[src/rtl/mmu_req_arbiter.sv]
// Arbitrates L1I and L1D line requests onto the single l1mmu port, one transaction at a time.
// Optional round-robin tie-breaking is enabled by defining MMU_ARB_ROUND_ROBIN_EN.
module mmu_req_arbiter #(
    parameter int ADDR_W = 32,
    parameter int LINE_W = 256
) (
    input  logic              sys_clk,
    input  logic              rst_n,
    input  logic              ic_req_read,
    input  logic [ADDR_W-1:0] ic_req_addr,
    output logic              ic_done,
    output logic [LINE_W-1:0] ic_read_data,
    input  logic              dc_req_read,
    input  logic              dc_req_write,
    input  logic [ADDR_W-1:0] dc_req_addr,
    input  logic [LINE_W-1:0] dc_write_data,
    output logic              dc_done,
    output logic [LINE_W-1:0] dc_read_data,
    output logic              mmu_req_read,
    output logic              mmu_req_write,
    output logic [ADDR_W-1:0] mmu_req_addr,
    output logic [LINE_W-1:0] mmu_write_data,
    input  logic              mmu_done,
    input  logic [LINE_W-1:0] mmu_read_data,
    output logic              busy
);

    typedef enum logic [1:0] {
        IDLE    = 2'd0,
        SERVE_I = 2'd1,
        SERVE_D = 2'd2,
        RESP    = 2'd3
    } state_t;

    state_t              state_q, state_d;
    logic                req_read_q, req_read_d;
    logic                req_write_q, req_write_d;
    logic [ADDR_W-1:0]   addr_q, addr_d;
    logic [LINE_W-1:0]   wdata_q, wdata_d;
    logic [LINE_W-1:0]   ic_rdata_q, ic_rdata_d;
    logic [LINE_W-1:0]   dc_rdata_q, dc_rdata_d;
    logic                ic_done_q, ic_done_d;
    logic                dc_done_q, dc_done_d;
    logic                busy_q, busy_d;

    logic ic_req;
    logic dc_req;
    logic grant_dc;

    assign ic_req = ic_req_read;
    assign dc_req = dc_req_read | dc_req_write;

`ifdef MMU_ARB_ROUND_ROBIN_EN
    // last_grant_q: 1 = D was granted last; a tie goes to the port opposite to it.
    logic last_grant_q, last_grant_d;

    always_comb begin
        grant_dc = dc_req & (~ic_req | ~last_grant_q);
    end

    always_comb begin
        last_grant_d = last_grant_q;
        if (state_q == IDLE && (ic_req || dc_req)) begin
            last_grant_d = grant_dc;
        end
    end

    always_ff @(posedge sys_clk) begin
        if (!rst_n) begin
            last_grant_q <= 1'b1;
        end else begin
            last_grant_q <= last_grant_d;
        end
    end
`else
    always_comb begin
        grant_dc = dc_req;
    end
`endif

    always_comb begin
        state_d     = state_q;
        req_read_d  = req_read_q;
        req_write_d = req_write_q;
        addr_d      = addr_q;
        wdata_d     = wdata_q;
        ic_rdata_d  = ic_rdata_q;
        dc_rdata_d  = dc_rdata_q;
        ic_done_d   = 1'b0;
        dc_done_d   = 1'b0;

        case (state_q)
            IDLE: begin
                if (ic_req || dc_req) begin
                    if (grant_dc) begin
                        state_d     = SERVE_D;
                        addr_d      = dc_req_addr;
                        wdata_d     = dc_write_data;
                        // A simultaneous read+write from L1D is a writeback.
                        req_write_d = dc_req_write;
                        req_read_d  = ~dc_req_write;
                    end else begin
                        state_d     = SERVE_I;
                        addr_d      = ic_req_addr;
                        wdata_d     = '0;
                        req_write_d = 1'b0;
                        req_read_d  = 1'b1;
                    end
                end
            end
            SERVE_I: begin
                if (mmu_done) begin
                    state_d     = RESP;
                    ic_rdata_d  = mmu_read_data;
                    ic_done_d   = 1'b1;
                    req_read_d  = 1'b0;
                    req_write_d = 1'b0;
                end
            end
            SERVE_D: begin
                if (mmu_done) begin
                    state_d     = RESP;
                    dc_rdata_d  = mmu_read_data;
                    dc_done_d   = 1'b1;
                    req_read_d  = 1'b0;
                    req_write_d = 1'b0;
                end
            end
            RESP: begin
                state_d = IDLE;
            end
            default: begin
                state_d = IDLE;
            end
        endcase

        busy_d = (state_d != IDLE);
    end

    always_ff @(posedge sys_clk) begin
        if (!rst_n) begin
            state_q     <= IDLE;
            req_read_q  <= 1'b0;
            req_write_q <= 1'b0;
            addr_q      <= '0;
            wdata_q     <= '0;
            ic_rdata_q  <= '0;
            dc_rdata_q  <= '0;
            ic_done_q   <= 1'b0;
            dc_done_q   <= 1'b0;
            busy_q      <= 1'b0;
        end else begin
            state_q     <= state_d;
            req_read_q  <= req_read_d;
            req_write_q <= req_write_d;
            addr_q      <= addr_d;
            wdata_q     <= wdata_d;
            ic_rdata_q  <= ic_rdata_d;
            dc_rdata_q  <= dc_rdata_d;
            ic_done_q   <= ic_done_d;
            dc_done_q   <= dc_done_d;
            busy_q      <= busy_d;
        end
    end

    assign mmu_req_read   = req_read_q;
    assign mmu_req_write  = req_write_q;
    assign mmu_req_addr   = addr_q;
    assign mmu_write_data = wdata_q;
    assign ic_done        = ic_done_q;
    assign dc_done        = dc_done_q;
    assign ic_read_data   = ic_rdata_q;
    assign dc_read_data   = dc_rdata_q;
    assign busy           = busy_q;

endmodule

[config.mk]
export PLATFORM = sky130hd
export DESIGN_NAME = mmu_req_arbiter
export DESIGN_NICKNAME = d
export VERILOG_FILES = /design/src/rtl/mmu_req_arbiter.sv
export SDC_FILE = /design/constraint.sdc
export NUM_CORES = 2
export LEC_CHECK = 0
export BUFFER_PORTS_ARGS = -buffer_cell sky130_fd_sc_hd__buf_2
export CAP_MARGIN = 10
export CORE_AREA = 2 2 543 545
export CTS_CLUSTER_SIZE = 28
export DETAILED_ROUTE_END_ITERATION = 6
export DIE_AREA = 0 0 545 547
export PLACE_DENSITY = 0.3
export SLEW_MARGIN = 30
export SYNTH_ARGS = -nofsm -noshare
export SYNTH_HDL_FRONTEND = slang
export SYNTH_SLANG_ARGS = --single-unit
[constraint.sdc]
create_clock -name sys_clk -period 3.93 [get_ports sys_clk]
set_clock_uncertainty 0.1 [all_clocks]
set_input_delay 0.786 -clock sys_clk [delete_from_list [all_inputs] [get_ports sys_clk]]
set_output_delay 0.786 -clock sys_clk [all_outputs]
set_load 0.02 [all_outputs]
==> impl_metrics.tcl <==
set metrics [dict create \
    status "finished clean" \
    io_buffers 1386 \
    clockBufferDepth 4 \
    grt_most_used_layer "met2" \
    grt_usage_pct 13.8 \
    cts_sinks 807 \
    routabilityCongestion 0.889 \
    synth-async-reset-ratio_pct 0 \
    syn_area_per_cell_um2 8.41 \
    final_core_util_pct 14.7 \
    synth_top_cell_by_area "dfxtp_1" \
    yosys-top-cells-count "nand2_1 (1091), dfxtp_1 (807), a21oi_1 (515), nor2_1 (294), a22oi_1 (256)" \
    p_leak_nw 18.2 \
    maxCapViolations 0 \
    grt_pass1_vias 28232 \
    fillers 33770 \
    synth_flop_cell "dfxtp_1" \
    grt_use_met2_pct 21.3 \
    hold_violations 0 \
    grt_max_degree 100 \
    cp_max_fo 2 \
    synth_most_common_cell "nand2_1" \
    synthCells 3295 \
    place_inst 8404 \
    grt_pass1_wl_um 277000 \
    netlist_top_cells_area "dfxtp_1 (58%), nand2_1 (15%), a21oi_1 (9.3%)" \
    synth_area_mm2 0.0277 \
    synth_cell_types 30 \
    required_ps 3040 \
    seq_area_frac_synth_pct 58.3 \
    antenna_left 0 \
    crit_path_end_kind "primary output" \
    crit_arrival_ps 1610 \
    viasPerCell 3.45 \
    worstPathCellList "buf_2" \
    area_growth_pct 54.8 \
    post-dp-hpwl_um 176000 \
    total_power_w 0.0225 \
    peakVddDrop_mv 0.342 \
    multi_input_area_mm2 0.0102 \
    cts_root_buf "clkbuf_16" \
    die_x_um 545 \
    cts_tree "built" \
    slowest_stage "dfxtp_1" \
    layout_min_cycle_time_ps 2490 \
    vias 29863 \
    first_iter_violations 2052 \
    antenna_found_initial 175 \
    totalWireLength_um 216000 \
    start_kind "register" \
    firstDrtPassIters 5 \
    timing.critical_path.buf_inv 1 \
    core_mm2 0.293 \
    setup-violations-final 0 \
    drc 0 \
    ff_latch_area_mm2 0.0162 \
    timing.final.crit_share_pct 63.4 \
    slowest_delay_ps 510 \
    hold_class "input pin to register" \
    power_density_mw_per_mm2 524 \
    layout-drive-gt1-share_pct 34.9 \
    relSlewSlack_pct 42.2 \
    rsz0062_at_grt "false" \
    clk_pin_slew_worst_paths_ps 60 \
    finalNonFillerCells 8645 \
    finalSetupTns_ps 0 \
    row_count 199 \
    ioPinCount 1387 \
    ys_seq_elements 807 \
    yosys_warnings 0 \
    layout.nets 5192 \
    fmax_mhz 401 \
    initial_utilization_pct 9.48 \
    die_area_mm2 0.298 \
    use_met3_pct 8.86 \
    synth.top_cell.area_share_pct 58.3 \
    cp_top_family "flip-flops" \
    grt.overflow.total 0 \
    clock_latency_ps 820 \
    critPathKind "register to primary output" \
    worstMarginPinSlew_ps 867 \
    htree_levels 3 \
    routedWlPerCell_um 25.0 \
    cts_resized 0 \
    hold_slack_ps 107 \
    slew_viol_final 0 \
    synth_nets 3882 \
    cts-buffers-inserted 110 \
    grt.met1_usage_pct 15.9 \
    die_h_um 547 \
    synth_edf_count 0 \
]
[repair_timing]
action,CTS,global route
setup buffers,0,0
hold endpoints to repair,8,0
hold buffers,8,0
[logic make-up after synthesis]
family,after synthesis,share of synthesized area [%]
simple gates,1393,18.9
fa+ha+maj,5,0.226
flops,807,58.3
compound gates,813,17.5
buf+inv,277,5.02
[path summary, 6_finish.rpt]
path	startpoint	to	slack, ps	cells past startpoint
min	dc_write_data[218]	mmu_write_data[218]	110	3
max	busy	busy	1440	1
max reg2reg	state_q[0]	mmu_write_data[213]	1560	6
min reg2reg	ic_read_data[94]	ic_read_data[94]	350	2
[area by class of cell]
class | instances | area share (%)
sequential | 807 | 37.6
inverter | 3 | 0.0437
antenna | 43 | 0.251
clock buffer | 167 | 7.56
timing repair buffer | 1472 | 18.6
tap | 3919 | 11.4
clock inverter | 23 | 0.638
multi-input combinational | 2211 | 23.8
[where the power goes]
group / internal, W / leakage [nW] / switching (W)
clock: 0.00591 / 1.72 / 0.00410
combinational: 0.00104 / 9.89 / 0.00252
sequential: 0.00867 / 6.58 / 0.000278
[per-stage QoR]
step           cell area (µm²)  setup WS (ps)
3_5_place_dp             39200           1210
4_1_cts                  42800           1330
6_report                 42900           1440
3_3_place_gp             39200           1240
2_1_floorplan            27700           2070
5_1_grt                  42800           1340
[tightest hold or removal path, stage by stage]
cell and delay, ps:
buf_2 80, a22oi_1 50, nor2_1 70
[sequential cells by signal, summed over array words and instances (netlist names)]
name	count
dc_read_data	256
busy	1
state_q	2
mmu_req_write	1
mmu_req_read	1
ic_done	1
dc_done	1
ic_read_data	256
mmu_write_data	256
mmu_req_addr	32
[per-layer routing]
layer | share of wire (%) | up-vias
li1 | - | 13651
met1 | 39 | 14188
met2 | 43 | 1475
met3 | 15 | 395
met4 | 2.1 | 154
met5 | 0.47 | -
[layout by cell type (no fill, tap or decap), drive strengths merged]
cell type,synthesis,final
o31ai,3,3
or2,1,1
nor2,294,294
o31a,1,1
inv,3,6
a21oi,515,515
diode,0,43
o21a,1,1
o21bai,1,1
clkbuf,128,167
clkinvlp,0,4
buf,146,1464
and2,2,2
a311oi,32,32
nand2b,1,1
bufinv,0,4
nand2,1091,1091
a22oi,256,256
a31oi,1,1
dfxtp,807,807
nor4b,1,1
or4,1,1
dlygate4sd3,0,8
o21ai,2,2
ha,5,5
clkinv,0,12
o22a,1,1
nor2b,2,2
Note: power is estimated with default switching activity, not from simulation.
